## config.mk

```make
export PLATFORM = sky130hd
export DESIGN_NAME = fsb_term
export DESIGN_NICKNAME = d
export VERILOG_FILES = /design/src/rtl/fsb_pkg.sv /design/src/rtl/fsb_wdt.sv /design/src/rtl/fsb_term.sv
export SDC_FILE = /design/constraint.sdc
export NUM_CORES = 1
export LEC_CHECK = 0
export BUFFER_PORTS_ARGS = -buffer_cell sky130_fd_sc_hd__buf_2
export CORE_MARGIN = 2
export CORE_UTILIZATION = 56
export DETAILED_ROUTE_END_ITERATION = 8
export PLACE_DENSITY_LB_ADDON = 0.05
export SYNTH_ARGS = -nofsm -noshare
export SYNTH_HDL_FRONTEND = slang
export SYNTH_SLANG_ARGS = --single-unit
```

## constraint.sdc

```tcl
create_clock -name CLK -period 2.4 [get_ports CLK]
set_input_delay 0.36 -clock CLK [delete_from_list [all_inputs] [get_ports CLK]]
set_output_delay 0.36 -clock CLK [all_outputs]
set_load 0.03 [all_outputs]
```

## src/rtl/fsb_pkg.sv

```systemverilog
// fsb_pkg: shared front-side-bus types, defaults and chip-select priority.
package fsb_pkg;
  localparam int FSB_ROMWS = 2;
  localparam int FSB_TIMEOUT = 255;
  localparam int FSB_CNTW = 8;
  typedef enum logic [2:0] {
    S_IDLE, S_AVEC, S_IOWAIT, S_ROMWAIT, S_RAMWAIT, S_NOSEL, S_TERM
  } fsb_state_t;
  typedef enum logic [2:0] {
    SEL_NONE, SEL_IACK, SEL_IO, SEL_ROM, SEL_RAM
  } fsb_sel_t;
  // IOCS beats RAMCS so video-RAM writes go through the IOB bridge
  function automatic fsb_sel_t fsb_sel(input logic iacs, input logic iocs,
                                       input logic romcs, input logic ramcs);
    if (iacs) return SEL_IACK;
    if (iocs) return SEL_IO;
    if (romcs) return SEL_ROM;
    if (ramcs) return SEL_RAM;
    return SEL_NONE;
  endfunction
endpackage

```

## src/rtl/fsb_wdt.sv

```systemverilog
// fsb_wdt: loadable saturating up/down counter with clear, enable and expired flag.
module fsb_wdt #(
  parameter int W = 8
) (
  input  logic         clk_i,
  input  logic         rst_i,
  input  logic         clr_i,
  input  logic         ld_i,
  input  logic         en_i,
  input  logic         up_i,
  input  logic [W-1:0] val_i,
  input  logic [W-1:0] lim_i,
  output logic         exp_o
);
  logic [W-1:0] cnt_q, cnt_d;
  always_comb begin
    cnt_d = clr_i ? '0 :
            ld_i  ? val_i :
            !en_i ? cnt_q :
            up_i  ? ((&cnt_q) ? cnt_q : cnt_q + 1'b1) :
                    ((cnt_q == '0) ? cnt_q : cnt_q - 1'b1);
  end
  always_ff @(posedge clk_i or posedge rst_i) begin
    if (rst_i) cnt_q <= '0;
    else cnt_q <= cnt_d;
  end
  assign exp_o = up_i ? (cnt_q >= lim_i) : (cnt_q == '0);
endmodule

```

## src/rtl/fsb_term.sv

```systemverilog
// fsb_term: MC68HC000 bus-cycle terminator driving nDTACK/nVPA/nBERR and IOB/RAM requests.
module fsb_term
  import fsb_pkg::*;
#(
  parameter int ROMWS   = FSB_ROMWS,
  parameter int TIMEOUT = FSB_TIMEOUT,
  parameter int CNTW    = FSB_CNTW
) (
  input  logic CLK,
  input  logic RES,
  input  logic ASActive,
  input  logic ASInactive,
  input  logic RAMCS,
  input  logic ROMCS,
  input  logic IOCS,
  input  logic IACS,
  input  logic RAMReady,
  input  logic IOACK,
  output logic IOREQ,
  output logic RAMREQ,
  output logic nDTACK,
  output logic nVPA,
  output logic nBERR
);
  // ROM count is preloaded one short: entering ROMWAIT already consumes a cycle
  localparam logic [CNTW-1:0] ROM_LD = CNTW'(ROMWS > 0 ? ROMWS - 1 : 0);
  localparam logic [CNTW-1:0] WDT_LIM = CNTW'(TIMEOUT - 1);
  fsb_state_t state_q, state_d;
  fsb_sel_t sel;
  logic ioreq_q, ioreq_d, ramreq_q, ramreq_d;
  logic dtack_n_q, dtack_n_d, vpa_n_q, vpa_n_d, berr_n_q, berr_n_d;
  logic clr, ld, en, up, expd, ack, start;
  assign sel = fsb_sel(IACS, IOCS, ROMCS, RAMCS);
  assign start = ASActive && !ASInactive;
  assign up = state_q != S_ROMWAIT;
  assign ack = state_q == S_IOWAIT ? IOACK : state_q == S_RAMWAIT ? RAMReady : 1'b0;
  fsb_wdt #(.W(CNTW)) u_wdt (
    .clk_i(CLK),
    .rst_i(RES),
    .clr_i(clr),
    .ld_i (ld),
    .en_i (en),
    .up_i (up),
    .val_i(ROM_LD),
    .lim_i(WDT_LIM),
    .exp_o(expd)
  );
  always_comb begin
    state_d = state_q;
    ioreq_d = ioreq_q;
    ramreq_d = ramreq_q;
    dtack_n_d = dtack_n_q;
    vpa_n_d = vpa_n_q;
    berr_n_d = berr_n_q;
    clr = 1'b0;
    ld = 1'b0;
    en = 1'b0;
    case (state_q)
      S_IDLE: if (start) begin
        clr = sel != SEL_ROM;
        ld = sel == SEL_ROM;
        case (sel)
          SEL_IACK: begin state_d = S_AVEC; vpa_n_d = 1'b0; end
          SEL_IO:   begin state_d = S_IOWAIT; ioreq_d = 1'b1; end
          SEL_RAM:  begin state_d = S_RAMWAIT; ramreq_d = 1'b1; end
          SEL_ROM:  if (ROMWS == 0) begin state_d = S_TERM; dtack_n_d = 1'b0; end
                    else state_d = S_ROMWAIT;
          default:  state_d = S_NOSEL;
        endcase
      end
      S_AVEC, S_TERM: if (ASInactive) begin
        state_d = S_IDLE;
        dtack_n_d = 1'b1;
        vpa_n_d = 1'b1;
        berr_n_d = 1'b1;
      end
      default: begin
        // abort beats ack, ack beats watchdog expiry
        if (ASInactive) begin
          state_d = S_IDLE;
          ioreq_d = 1'b0;
          ramreq_d = 1'b0;
        end else if (ack || expd) begin
          state_d = S_TERM;
          ioreq_d = 1'b0;
          ramreq_d = 1'b0;
          dtack_n_d = !(ack || state_q == S_ROMWAIT);
          berr_n_d = ack || state_q == S_ROMWAIT;
        end else en = 1'b1;
      end
    endcase
  end
  always_ff @(posedge CLK or posedge RES) begin
    if (RES) begin
      state_q <= S_IDLE;
      ioreq_q <= 1'b0;
      ramreq_q <= 1'b0;
      dtack_n_q <= 1'b1;
      vpa_n_q <= 1'b1;
      berr_n_q <= 1'b1;
    end else begin
      state_q <= state_d;
      ioreq_q <= ioreq_d;
      ramreq_q <= ramreq_d;
      dtack_n_q <= dtack_n_d;
      vpa_n_q <= vpa_n_d;
      berr_n_q <= berr_n_d;
    end
  end
  assign IOREQ = ioreq_q;
  assign RAMREQ = ramreq_q;
  assign nDTACK = dtack_n_q;
  assign nVPA = vpa_n_q;
  assign nBERR = berr_n_q;
endmodule
```

; Word level (Yosys, flattened, before mapping)
; Cells that the tools add are included.
[word_totals]
register_bits = 16
word_cells = 109
in_bits = 10
output_inout_bits = 5
[op_classes]
eq_ne = 19
add_sub_neg = 2
n_bitwise = 2
mux = 58
n_lt_le_gt_ge = 1
reduce_logical = 20
[ops]
columns = operator, count
row1 = 8-bit two-way mux, 6
row2 = 3-bit two-way mux, 12
row3 = 1-bit two-way mux, 33
row4 = 4-bit AND reduction, 4
row5 = "3-bit by 2-bit equality test with 1-bit output, second input constant", 4
row6 = 3-bit case mux with 4 select lines, 1
row7 = 1-bit case mux with 2 select lines, 5
row8 = "3-bit equality test, second input constant", 3
row9 = "8-bit by 1-bit adder with 8-bit output, second input constant", 1
row10 = "8-bit >= comparator, second input constant", 1
row11 = 8-bit zero test, 1
row12 = "2-bit by 1-bit inequality test with 1-bit output, second input constant", 4
row13 = 8-bit AND reduction, 1
row14 = "8-bit by 1-bit subtractor with 8-bit output, second input constant", 1
row15 = "3-bit by 1-bit equality test with 1-bit output, second input constant", 2
row16 = "3-bit by 2-bit inequality test with 1-bit output, second input constant", 2
row17 = 3-bit case mux with 2 select lines, 1
row18 = 3-bit AND reduction, 2
row19 = 3-bit nonzero test, 2
row20 = "2-bit inequality test, second input constant", 2
row21 = "4-bit by 1-bit inequality test with 1-bit output, second input constant", 1
row22 = "4-bit by 2-bit inequality test with 1-bit output, second input constant", 1
row23 = 2-bit nonzero test, 2
row24 = 3-bit zero test, 1
row25 = other kinds (6), 9

; Logic depth before layout (Yosys ltp)
[logic_depth]
word_depth = 16
mapped_depth = 9

; Hierarchy
; Synthesis repeated with hierarchy kept, for this count alone.
[unflattened]
cells_unflattened = 198
hier_area_um2 = 1572.8
[modules_own_cells]
columns = module, seq_area_each_um2, n_inst, area_each_um2, cells_per_inst
row1 = fsb_wdt, 200.2, 1, 982.2, 122
row2 = fsb_term, 203.9, 1, 590.6, 76

; Worst setup path after synthesis
; Ideal clock, no wire load.
[synth_path]
path_kind = register to register
startpoint = register state_q[2]
endpoint = register u_wdt.cnt_q[6]
arrival_ns = 1.961
required_ns = 2.305
path_stages_with_launch = 10
setup_time_ns = 0.095
path_slack_ns = 0.344
path_cell_list = dfrtp_1 > buf_4 > nand3b_4 > inv_2 > ha_1 > nor2b_1 > o31a_1 > o21a_1 > o21a_1 > o31ai_1
[synth_between]
elab_chain_cells = 9
[synth_lines]
columns = item, line_no
row1 = "start, declared", fsb_term.sv:28  ; fsb_state_t state_q, state_d;
row2 = "start signal, assigned", fsb_term.sv:102  ; state_q <= state_d;
row3 = 3-bit equality test, fsb_term.sv:36  ; assign ack = state_q == S_IOWAIT ? IOACK : state_q == S_RAMWAIT ? RAMReady : 1'b0;
row4 = 1-bit two-way mux (2 in series), fsb_term.sv:36
row5 = 1-bit logical OR, fsb_term.sv:83  ; end else if (ack || expd) begin
row6 = 1-bit two-way mux, fsb_term.sv:83
row7 = 1-bit two-way mux, fsb_term.sv:79  ; if (ASInactive) begin
row8 = 1-bit two-way mux, fsb_term.sv:58  ; case (state_q)
row9 = 3-bit nonzero test (no source line), n/a
row10 = 3-bit AND reduction (no source line), n/a
row11 = "end signal, assigned", fsb_wdt.sv:25  ; else cnt_q <= cnt_d;
row12 = "end, declared", fsb_wdt.sv:15  ; logic [W-1:0] cnt_q, cnt_d;
; Several ways; a longest one is shown, not always the timed one. The select of a mux whose other input is x is not followed.
; A chain may end at the register's enable or synchronous reset.

; Worst setup path after layout
; Same ends and word-level chain as after synthesis.

==> results.json <==
{
  "synth_top_family_by_area": "simple AND/OR/NAND/NOR gates",
  "yosys_most_used_dff": "dfrtp_1",
  "fp.dieW_um": 49.8,
  "grt_start_max_net_pins": 18,
  "ys_seq_elements": 16,
  "grt_pass1_wl_um": 4210,
  "nNetsFinal": 158,
  "htreeDepth": 1,
  "drv_slew": 0,
  "worst_hold_slack_ns": 0.124,
  "skew_ns": 0.0100,
  "mappedNetlistNets": 142,
  "clockRootBuffer": "clkbuf_4",
  "insertion_delay_ns": 0.29,
  "max_cap_violations": 0,
  "dr.pass1.iters": 4,
  "antenna_left": 0,
  "cts_buffers": 3,
  "synth_commonest_cells": "dfrtp_1, a21oi_1, nand3_1",
  "post-route-util": 0.663,
  "clk_path_buf_depth": 2,
  "yosys.area.top_type": "dfrtp_1",
  "worst_slew_pin_slew_ns": 0.624,
  "power_density_mw_per_mm2": 1100,
  "synth_mux_area_frac": 0.0181,
  "r2r_end": "u_wdt.cnt_q[6]",
  "finalSetupViolCount": 0,
  "wl_um": 2470,
  "viasPerCell": 6.05,
  "max_freq_mhz": 448,
  "setup_tns_ns": 0,
  "synth_adder_area_share": 0.0809,
  "r2r_slack_ns": 0.17,
  "synth_simple_gate_area_frac": 0.251,
  "holdCritPathClass": "in -> async",
  "drcViolationCount": 0,
  "drive_gt1_frac": 0.221,
  "yosysSeqAreaShare": 0.344,
  "clock_sinks": 16,
  "syn_avg_cell_area_sq_um": 9.40,
  "min_period_ns": 2.23,
  "antenna_found_initial": 0,
  "synth_compound_area_frac": 0.236,
  "chipHeight_um": 49.8,
  "design_area_sq_mm": 0.00130,
  "cts.repair.resized": 0,
  "synth_xor_area_frac": 0.0224,
  "synth.most_common_cell": "dfrtp_1",
  "synthTopCellsByArea": "dfrtp_1, dfstp_2, ha_1",
  "finalHoldViolCount": 0,
  "rsz0062_at_grt": "false",
  "grt-ovfl-total": 0,
  "vias": 1011,
  "fin_cells": 167,
  "outcome": "complete, no violations",
  "r2r-start": "state_q[2]",
  "cp_max_fo": 9,
  "end_kind": "flip-flop",
  "synth_edf_count": 0,
  "place_ws_ns": 0.232,
  "fin_crit_sh": 0.930,
  "synthDominantCellAreaShare": 0.277,
  "holdBufCountCts": 0,
  "p_leak_nw": 0.604,
  "post_cts_buffers": 0,
  "irDropWorstVdd_mv": 0.640,
  "cts_tree": "yes",
  "initial_core_util": 0.599,
  "nFillCells": 195,
  "reg2reg_depth": 8,
  "yosysWarnings": 0,
  "drtIter0Drc": 17,
  "synth_cell_types": 47,
  "place.gp.congestion": 0.848,
  "syn_area_sq_mm": 0.00117,
  "cp-start-kind": "flip-flop",
  "required_ns": 2.60,
  "dieArea_sq_mm": 0.00248,
  "slew_headroom": 0.583,
  "port_buffers": 14,
  "hpwl_um": 1870,
  "critPathArrivalTime_ns": 2.43,
  "worst_slack_ns": 0.168,
  "setup.worst_path.class": "reg -> reg",
  "boundaryPins": 15,
  "grtUsageTotal": 0.224,
  "synth_cells": 125,
  "synth_async_sr_flop_share": 1.00,
  "path_clk_slew_ns": 0.11,
  "grt_pass1_vias": 932,
  "core-area_sq_mm": 0.00196,
  "rows": 16,
  "wl_per_cell_um": 14.8,
  "dp_cells": 163,
  "syn_to_final_growth_pct": 10.8,
  "power_mw": 1.43,
  "dpl_cell_area_sq_mm": 0.00126,
  "diodes": 0
}
==> power by group <==
part           switching (mW)  internal, mW
sequential              0.128         0.386
clock                  0.0946        0.0923
combinational           0.412         0.322
==> worst max-delay path, cell delays in order, from the launching register on <==
cell      delay (ns)
dfrtp_1         0.48
nand3b_4        0.21
inv_2           0.15
ha_1            0.29
nor2b_1         0.17
o31a_1          0.28
o21a_1          0.19
o21a_1          0.17
o31ai_1         0.21
==> layout by cell type, fill, tap and decap left out, types with 2 or more instances in the layout <==
cell type and n:
buf_2 14, dfrtp_1 13, nand3_1 9, a21oi_1 9, nor2_1 8, o21ai_0 8
inv_1 8, ha_1 6, o21a_1 5, o211ai_1 3, xor2_1 3, nor2b_1 3
o22a_1 3, nor3_1 3, clkbuf_4 3, dfstp_2 3, nor4_1 2, nor4bb_1 2
o22ai_1 2, o31ai_1 2, o32ai_1 2, a21o_1 2, nand2_1 2
==> registers in the layout, indices dropped and copies added, names as in the netlist <==
| register | flops |
|---|---|
| nBERR | 1 |
| RAMREQ | 1 |
| nDTACK | 1 |
| IOREQ | 1 |
| state_q | 3 |
| u_wdt.cnt_q | 8 |
| nVPA | 1 |
==> how the worst max path moves through the flow <==
stage / startpoint / to / slack, ns / depth (start not counted)
after floorplan: state_q[2] / u_wdt.cnt_q[6] / 0.34 / 9
after global placement: state_q[2] / u_wdt.cnt_q[6] / 0.27 / 8
after detailed placement: state_q[2] / u_wdt.cnt_q[6] / 0.23 / 8
after CTS: state_q[2] / u_wdt.cnt_q[7] / 0.19 / 8
after global routing: state_q[2] / u_wdt.cnt_q[6] / 0.02 / 8
final: state_q[2] / u_wdt.cnt_q[6] / 0.17 / 8
==> logic make-up after synthesis <==
kind of cell             Yosys count
multiplexers                       2
flip-flops                        16
AND/OR/NAND/NOR                   43
XOR/XNOR                           3
AO/OA/AOI/OAI                     41
adder cells (fa/ha/maj)            7
buffers and inverters             13
==> per-layer routing <==
| layer | vias to the layer above | wire length (um) | GRT usage |
|---|---|---|---|
| met3 | 4 | 81 | 0.0485 |
| met1 | 483 | 1210 | 0.308 |
| met4 | 0 | 21 | 0.0694 |
| li1 | 504 | - | - |
| met2 | 20 | 1160 | 0.351 |
| met5 | - | 0 | 0 |
==> layout make-up <==
class | count | area, sq um | area share
multi-input combinational | 96 | 716 | 0.550
tap | 27 | 33.8 | 0.0260
timing repair buffer | 15 | 77.6 | 0.0596
sequential | 16 | 404 | 0.311
inverter | 9 | 33.8 | 0.0260
clock buffer | 4 | 36.3 | 0.0279
No activity file was read; power rests on OpenSTA's default activity.
